[config.mk]
export PLATFORM = sky130hd
export DESIGN_NAME = fetch_unit
export DESIGN_NICKNAME = d
export VERILOG_FILES = /design/src/rtl/fetch_unit.sv
export SDC_FILE = /design/constraint.sdc
export NUM_CORES = 1
export LEC_CHECK = 0
export ABC_CLOCK_PERIOD_IN_PS = 2600
export BUFFER_PORTS_ARGS = -buffer_cell sky130_fd_sc_hd__buf_2
export CAP_MARGIN = 25
export CORE_ASPECT_RATIO = 2
export CORE_MARGIN = 5
export CORE_UTILIZATION = 40
export DETAILED_ROUTE_END_ITERATION = 7
export PLACE_DENSITY = 0.64
export SYNTH_ARGS = -nofsm -noshare
export SYNTH_HDL_FRONTEND = slang
export SYNTH_SLANG_ARGS = --single-unit
[constraint.sdc]
create_clock -name clk -period 2.6 [get_ports clk]
set_input_delay 0.78 -clock clk [delete_from_list [all_inputs] [get_ports clk]]
set_output_delay 0.78 -clock clk [all_outputs]
set_load 0.02 [all_outputs]
[src/rtl/fetch_unit.sv]
// Fetch stage: owns the PC, reads instruction memory, assembles one- or
// two-word instructions and presents them as a registered bundle.
module fetch_unit #(
  parameter int              PC_W         = 32,
  parameter int              INSTR_W      = 16,
  parameter logic [PC_W-1:0] RESET_VECTOR = 'h20,
  parameter logic [PC_W-1:0] INT_VECTOR   = '0,
  parameter int              IMM_FLAG_BIT = 15
) (
  input  logic               clk,
  input  logic               rst,
  input  logic               stall,
  input  logic               jumpBit,
  input  logic [PC_W-1:0]    branchTarget,
  input  logic               interruptBit,
  output logic [PC_W-1:0]    imemAddr,
  input  logic [INSTR_W-1:0] imemData,
  output logic               outValid,
  output logic [INSTR_W-1:0] outInstr,
  output logic [INSTR_W-1:0] outImm,
  output logic [PC_W-1:0]    outPc,
  output logic [PC_W-1:0]    outNextPc,
  output logic [PC_W-1:0]    intRetPc
);

  // Handshake: outValid is asserted for every cycle the bundle holds a
  // complete instruction; there is no ready, the consumer freezes the
  // stage with stall. A new bundle appears on each unstalled edge that
  // completes an instruction.

  typedef enum logic {S_INSTR = 1'b0, S_IMM = 1'b1} state_t;

  state_t            state, state_next;
  logic [PC_W-1:0]   pc, pc_inc;
  logic [INSTR_W-1:0] buf_instr;
  logic [PC_W-1:0]   buf_pc;
  logic              advance, start_imm, emit;

  assign imemAddr = pc;
  assign pc_inc   = pc + 1'b1;

  // State register
  always_ff @(posedge clk) begin
    if (rst) state <= S_INSTR;
    else     state <= state_next;
  end

  // Next-state logic
  always_comb begin
    state_next = state;
    if (interruptBit || jumpBit) begin
      state_next = S_INSTR;
    end else if (!stall) begin
      case (state)
        S_INSTR: if (imemData[IMM_FLAG_BIT]) state_next = S_IMM;
        S_IMM:   state_next = S_INSTR;
        default: state_next = S_INSTR;
      endcase
    end
  end

  // Per-edge actions decoded from state and request priority
  always_comb begin
    advance   = !interruptBit && !jumpBit && !stall;
    start_imm = advance && (state == S_INSTR) && imemData[IMM_FLAG_BIT];
    emit      = advance && !start_imm;
  end

  always_ff @(posedge clk) begin
    if (rst) begin
      pc        <= RESET_VECTOR;
      outValid  <= 1'b0;
      outInstr  <= '0;
      outImm    <= '0;
      outPc     <= '0;
      outNextPc <= '0;
      intRetPc  <= '0;
      buf_instr <= '0;
      buf_pc    <= '0;
    end else if (interruptBit) begin
      // A half-assembled instruction is refetched from its first word.
      intRetPc <= (state == S_IMM) ? buf_pc : pc;
      pc       <= INT_VECTOR;
      outValid <= 1'b0;
    end else if (jumpBit) begin
      pc       <= branchTarget;
      outValid <= 1'b0;
    end else if (advance) begin
      pc <= pc_inc;
      if (start_imm) begin
        buf_instr <= imemData;
        buf_pc    <= pc;
        outValid  <= 1'b0;
      end else if (emit) begin
        outInstr  <= (state == S_IMM) ? buf_instr : imemData;
        outImm    <= (state == S_IMM) ? imemData : '0;
        outPc     <= (state == S_IMM) ? buf_pc : pc;
        outNextPc <= pc_inc;
        outValid  <= 1'b1;
      end
    end
  end

endmodule

Word level (Yosys, flattened, before mapping). Cells that the tools add are included.

Latch bits: 0. Bits of input ports: 53. Bits in read-only memories: 0. Logic and storage cells: 45. Register bits after elaboration: 210. Memories: 0. Bits in writable memories: 0.

Shift operators: 0. Muxes and demuxes: 10. Equal/unequal tests: 0. Add/sub/neg operators: 1. Bitwise operators: 4. $mul: 0. $lt $le $gt $ge: 0. Reduce and logical (&&, ||, !) cells: 19. Divide/modulo/power cells: 0.

Operator list (count): two-way mux 32 bit (3); adder 32 x 1 -> 32 bit, second input constant (1); two-way mux 16 bit (2); two-way mux 6 bit (1); logical AND 1 bit (5); AND reduction 5 bit (1); logical NOT 1 bit (4); inverter 1 bit (4); AND reduction 4 bit (1); nonzero test 2 bit (2); OR reduction 2 bit (2); two-way mux 1 bit (3); nonzero test 3 bit (1); OR reduction 3 bit (1); case mux 1 bit (2 select lines) (1); AND reduction 2 bit (1); logical OR 1 bit (1).

Depth between registers and ports, before layout.
Depth in word-level cells: 9. Gate-level depth with buffers: 8.

Least setup slack after synthesis. OpenSTA, ideal clock, no wires.

Path kind: register to register. Start: register pc[0], in the netlist imemAddr[0]. End: register pc[26], in the netlist imemAddr[26]. Setup slack: 0.304 ns. Stages on the path, launching flop included: 9. Clock period less this slack: 2.296 ns. Library setup time: 0.133 ns. Data arrival time: 2.164 ns. Path through: dfxtp_1 -> ha_1 -> clkbuf_1 -> nand2_1 -> or4_1 -> buf_4 -> nor4_2 -> xnor2_1 -> a21oi_1.

Longest elaborated chain between the ends: 3.

Ends and longest elaborated chain: start: declaration (RTL line 34) `logic [PC_W-1:0] pc, pc_inc;`; start signal: assignment (RTL line 86) `pc <= branchTarget;`; start signal: assignment (RTL line 89) `pc <= pc_inc;`; adder 32 x 1 -> 32 bit (RTL line 40) `assign pc_inc = pc + 1'b1;`; two-way mux 32 bit (RTL line 88) `end else if (advance) begin`; two-way mux 32 bit (RTL line 85) `end else if (jumpBit) begin`.

Every way passes these cells. The select of a mux whose other input is x is not followed. A chain may end at the register's enable or synchronous reset.

Worst setup path in the final report.
Start: register pc[11], in the netlist imemAddr[11]. End: register outNextPc[24].

Longest elaborated chain between the ends: 1.

Ends and longest elaborated chain: adder 32 x 1 -> 32 bit (RTL line 40); end signal: assignment (RTL line 98) `outNextPc <= pc_inc;`; end: declaration (RTL line 22) `output logic [PC_W-1:0] outNextPc,`.

Every way passes these cells.

==> impl_metrics.json <==
{
  "p_per_area_nw_per_um2": 669,
  "grt.total_usage_pct": 19.7,
  "grt_use_met3_pct": 4.31,
  "dp_hpwl_um": 18100,
  "ys_seq_elements": 210,
  "core_area_um2": 21600,
  "antenna_found_initial": 2,
  "tightestPinTransition_ns": 0.656,
  "num-fill-cells": 2111,
  "synth_adder_area_share_pct": 0.142,
  "setup_tns_ns": 0,
  "grt_pass1_wl_um": 40000,
  "worstPathRequired_ns": 3.01,
  "worst-setup-path-type": "flop to flop",
  "die_h_um": 220,
  "synth_top_family_by_area": "simple AND/OR/NAND/NOR gates",
  "htreeDepth": 1,
  "vdd_drop_max_uv": 534,
  "numCtsBuffers": 20,
  "drv_cap": 0,
  "yosysUniqueCellTypes": 43,
  "io-pin-count": 214,
  "drc_errors": 0,
  "slowest_delay_ns": 0.78,
  "reg2reg_slack_ns": 0.30,
  "setup.worst_path.start_class": "flop",
  "postRouteAntennaNets": 0,
  "final_nets": 1247,
  "yosys_warnings": 0,
  "netlist_area_um2": 8810,
  "met2_usage_pct": 34.4,
  "synth_xor_xnor_area_share_pct": 5.37,
  "grtUsageMet1_pct": 23.1,
  "cts_hold_buf": 0,
  "synth.net_count": 1073,
  "clock-sinks": 210,
  "critPathMaxFanout": 11,
  "dieWidth_um": 115,
  "cts_tree": "done",
  "clockBufferDepth": 3,
  "hold_violations": 0,
  "setup_viol": 0,
  "placed_area_um2": 10200,
  "io_buffers": 213,
  "dr.first_iter.drc_count": 351,
  "drt-total-wl_um": 25900,
  "synthSimpleGateAreaFrac_pct": 18.6,
  "yosys.area.top_type": "dfxtp_1",
  "slew_headroom_pct": 55.8,
  "synth_edf_count": 0,
  "crit_buf_inv": 0,
  "dieArea_um2": 25300,
  "netlist_top_cells_area": "dfxtp_1, a211oi_1, nor2_1",
  "cts-root-buf": "clkbuf_16",
  "grt_max_degree": 129,
  "busiest_layer": "met2",
  "finalMaxSlewViolations": 0,
  "via_per_inst": 5.23,
  "rsz0062_at_grt": "false",
  "rows": 76,
  "path_delay_family": "simple AND/OR/NAND/NOR gates",
  "post-route-cell-area_um2": 10900,
  "ctsResizeCount": 0,
  "fin_crit_sh_pct": 88.6,
  "firstDrtPassIters": 5,
  "grt_pass1_vias": 7310,
  "synth_most_common_cell": "dfxtp_1",
  "min_path_type": "flop to flop",
  "gp_congestion": 0.798,
  "clk_pin_slew_worst_paths_ns": 0.07,
  "syn_inst": 1019,
  "cts_setup_buffers": 0,
  "layout-drive-gt1-share_pct": 25.8,
  "start_util_pct": 40.8,
  "grt_overflow_total": 0,
  "yosys-mux-area-fraction_pct": 5.57,
  "cpMaxStageDelayCell": "or4_1",
  "path_cells": "nand4_1 > or4_1 > or3_1 > a311oi_1",
  "area_growth_pct": 23.8,
  "finClkSkew_ns": 0.0180,
  "clkLatencyLatePin_ns": 0.49,
  "async_flop_share_pct": 0,
  "synth_compound_area_share_pct": 17.4,
  "synth_top_flop_cell": "dfxtp_1",
  "vias": 7740,
  "seq_area_frac_synth_pct": 47.7,
  "leakagePower_uw": 0.00412,
  "arrival_ns": 2.71,
  "finalCriticalPeriod_ns": 2.30,
  "synth.top_cells.by_count": "dfxtp_1, nor2_1, nand2_1",
  "wl_per_cell_um": 17.5,
  "avgSynthCellArea_um2": 8.64,
  "cp-end-kind": "flop",
  "fmax_ghz": 0.434,
  "yosysTopAreaCellShare_pct": 47.7,
  "outcome": "finished, final reports clean"
}
worst reg2reg max path, delay by kind of cell (launching register included):
kind	cells	cell delay, ns
compound gates	1	0.24
simple gates	3	1.47
flops	1	0.52
cells by family (layout without fill, tap and decap cells):
logic type | Yosys count | in the layout
AND/OR/NAND/NOR | 364 | 364
multiplexers | 49 | 49
adder cells (fa/ha/maj) | 1 | 1
XOR/XNOR | 54 | 54
other | 0 | 1
buffers and inverters | 106 | 294
AO/OA/AOI/OAI | 235 | 235
flip-flops | 210 | 210
final timing paths:
path                              startpoint            end  cells past startpoint
worst max register to register  imemAddr[11]  outNextPc[24]                      4
worst max-delay path            imemAddr[11]  outNextPc[24]                      4
worst min-delay path               buf_pc[5]      buf_pc[5]                      2
worst min register to register     buf_pc[5]      buf_pc[5]                      2
flip-flops by register name, indices dropped and copies added, names as in the netlist:
register / cells
state: 1
buf_pc: 32
outInstr: 16
outImm: 16
outNextPc: 32
buf_instr: 16
intRetPc: 32
imemAddr: 32
outPc: 32
outValid: 1
final cells by class:
type	instances	area (um2)	area share (%)
Clock buffer	27	568	5.21
Multi-Input combinational cell	703	4170	38.3
Tap cell	273	342	3.13
Sequential cell	210	4210	38.6
Clock inverter	9	154	1.41
Inverter	4	15.0	0.138
Timing Repair Buffer	254	1440	13.2
Antenna cell	1	2.50	0.0230
layer usage:
| metal | routed length, um | vias up |
|---|---|---|
| li1 | - | 3888 |
| met1 | 10100 | 3575 |
| met2 | 13200 | 221 |
| met3 | 1660 | 52 |
| met4 | 933 | 4 |
| met5 | 14 | - |
metrics by stage:
stage	hold WS (ns)	worst slack, ns	util, %	total power (uW)	cells
final	0.454	0.298	50.5	7290	1481
after global routing	0.472	0.221	50.5	7570	1480
after CTS	0.455	0.321	50.5	7380	1480
after detailed placement	0.446	0.211	47.2	4160	1444
after global placement	0.441	0.239	47.2	4150	1444
after floorplan	0.436	0.304	-	3890	1019
cell usage in the layout, fill, tap and decap left out, types with 4 or more instances in the layout:
master / instances
a211oi_1: 103
a211oi_2: 6
a21oi_1: 78
a22oi_1: 16
and2_1: 5
and3_1: 5
and4_1: 4
buf_12: 5
buf_2: 212
buf_4: 36
bufinv_16: 4
clkbuf_1: 4
clkbuf_16: 21
dfxtp_1: 209
inv_1: 4
mux2i_1: 49
nand2_1: 119
nand3_1: 12
nand4_1: 16
nor2_1: 153
nor3_1: 13
nor3_2: 8
nor4_1: 7
o21ai_0: 26
or3_1: 4
xnor2_1: 32
xor2_1: 22
power breakdown:
group	leakage [uW]	switching [uW]	internal, uW
clock	0.000347	1270	1940
sequential	0.00171	67.5	3320
combinational	0.00207	453	240
total	0.00412	1790	5500
Power figures use the tool's default switching activity.
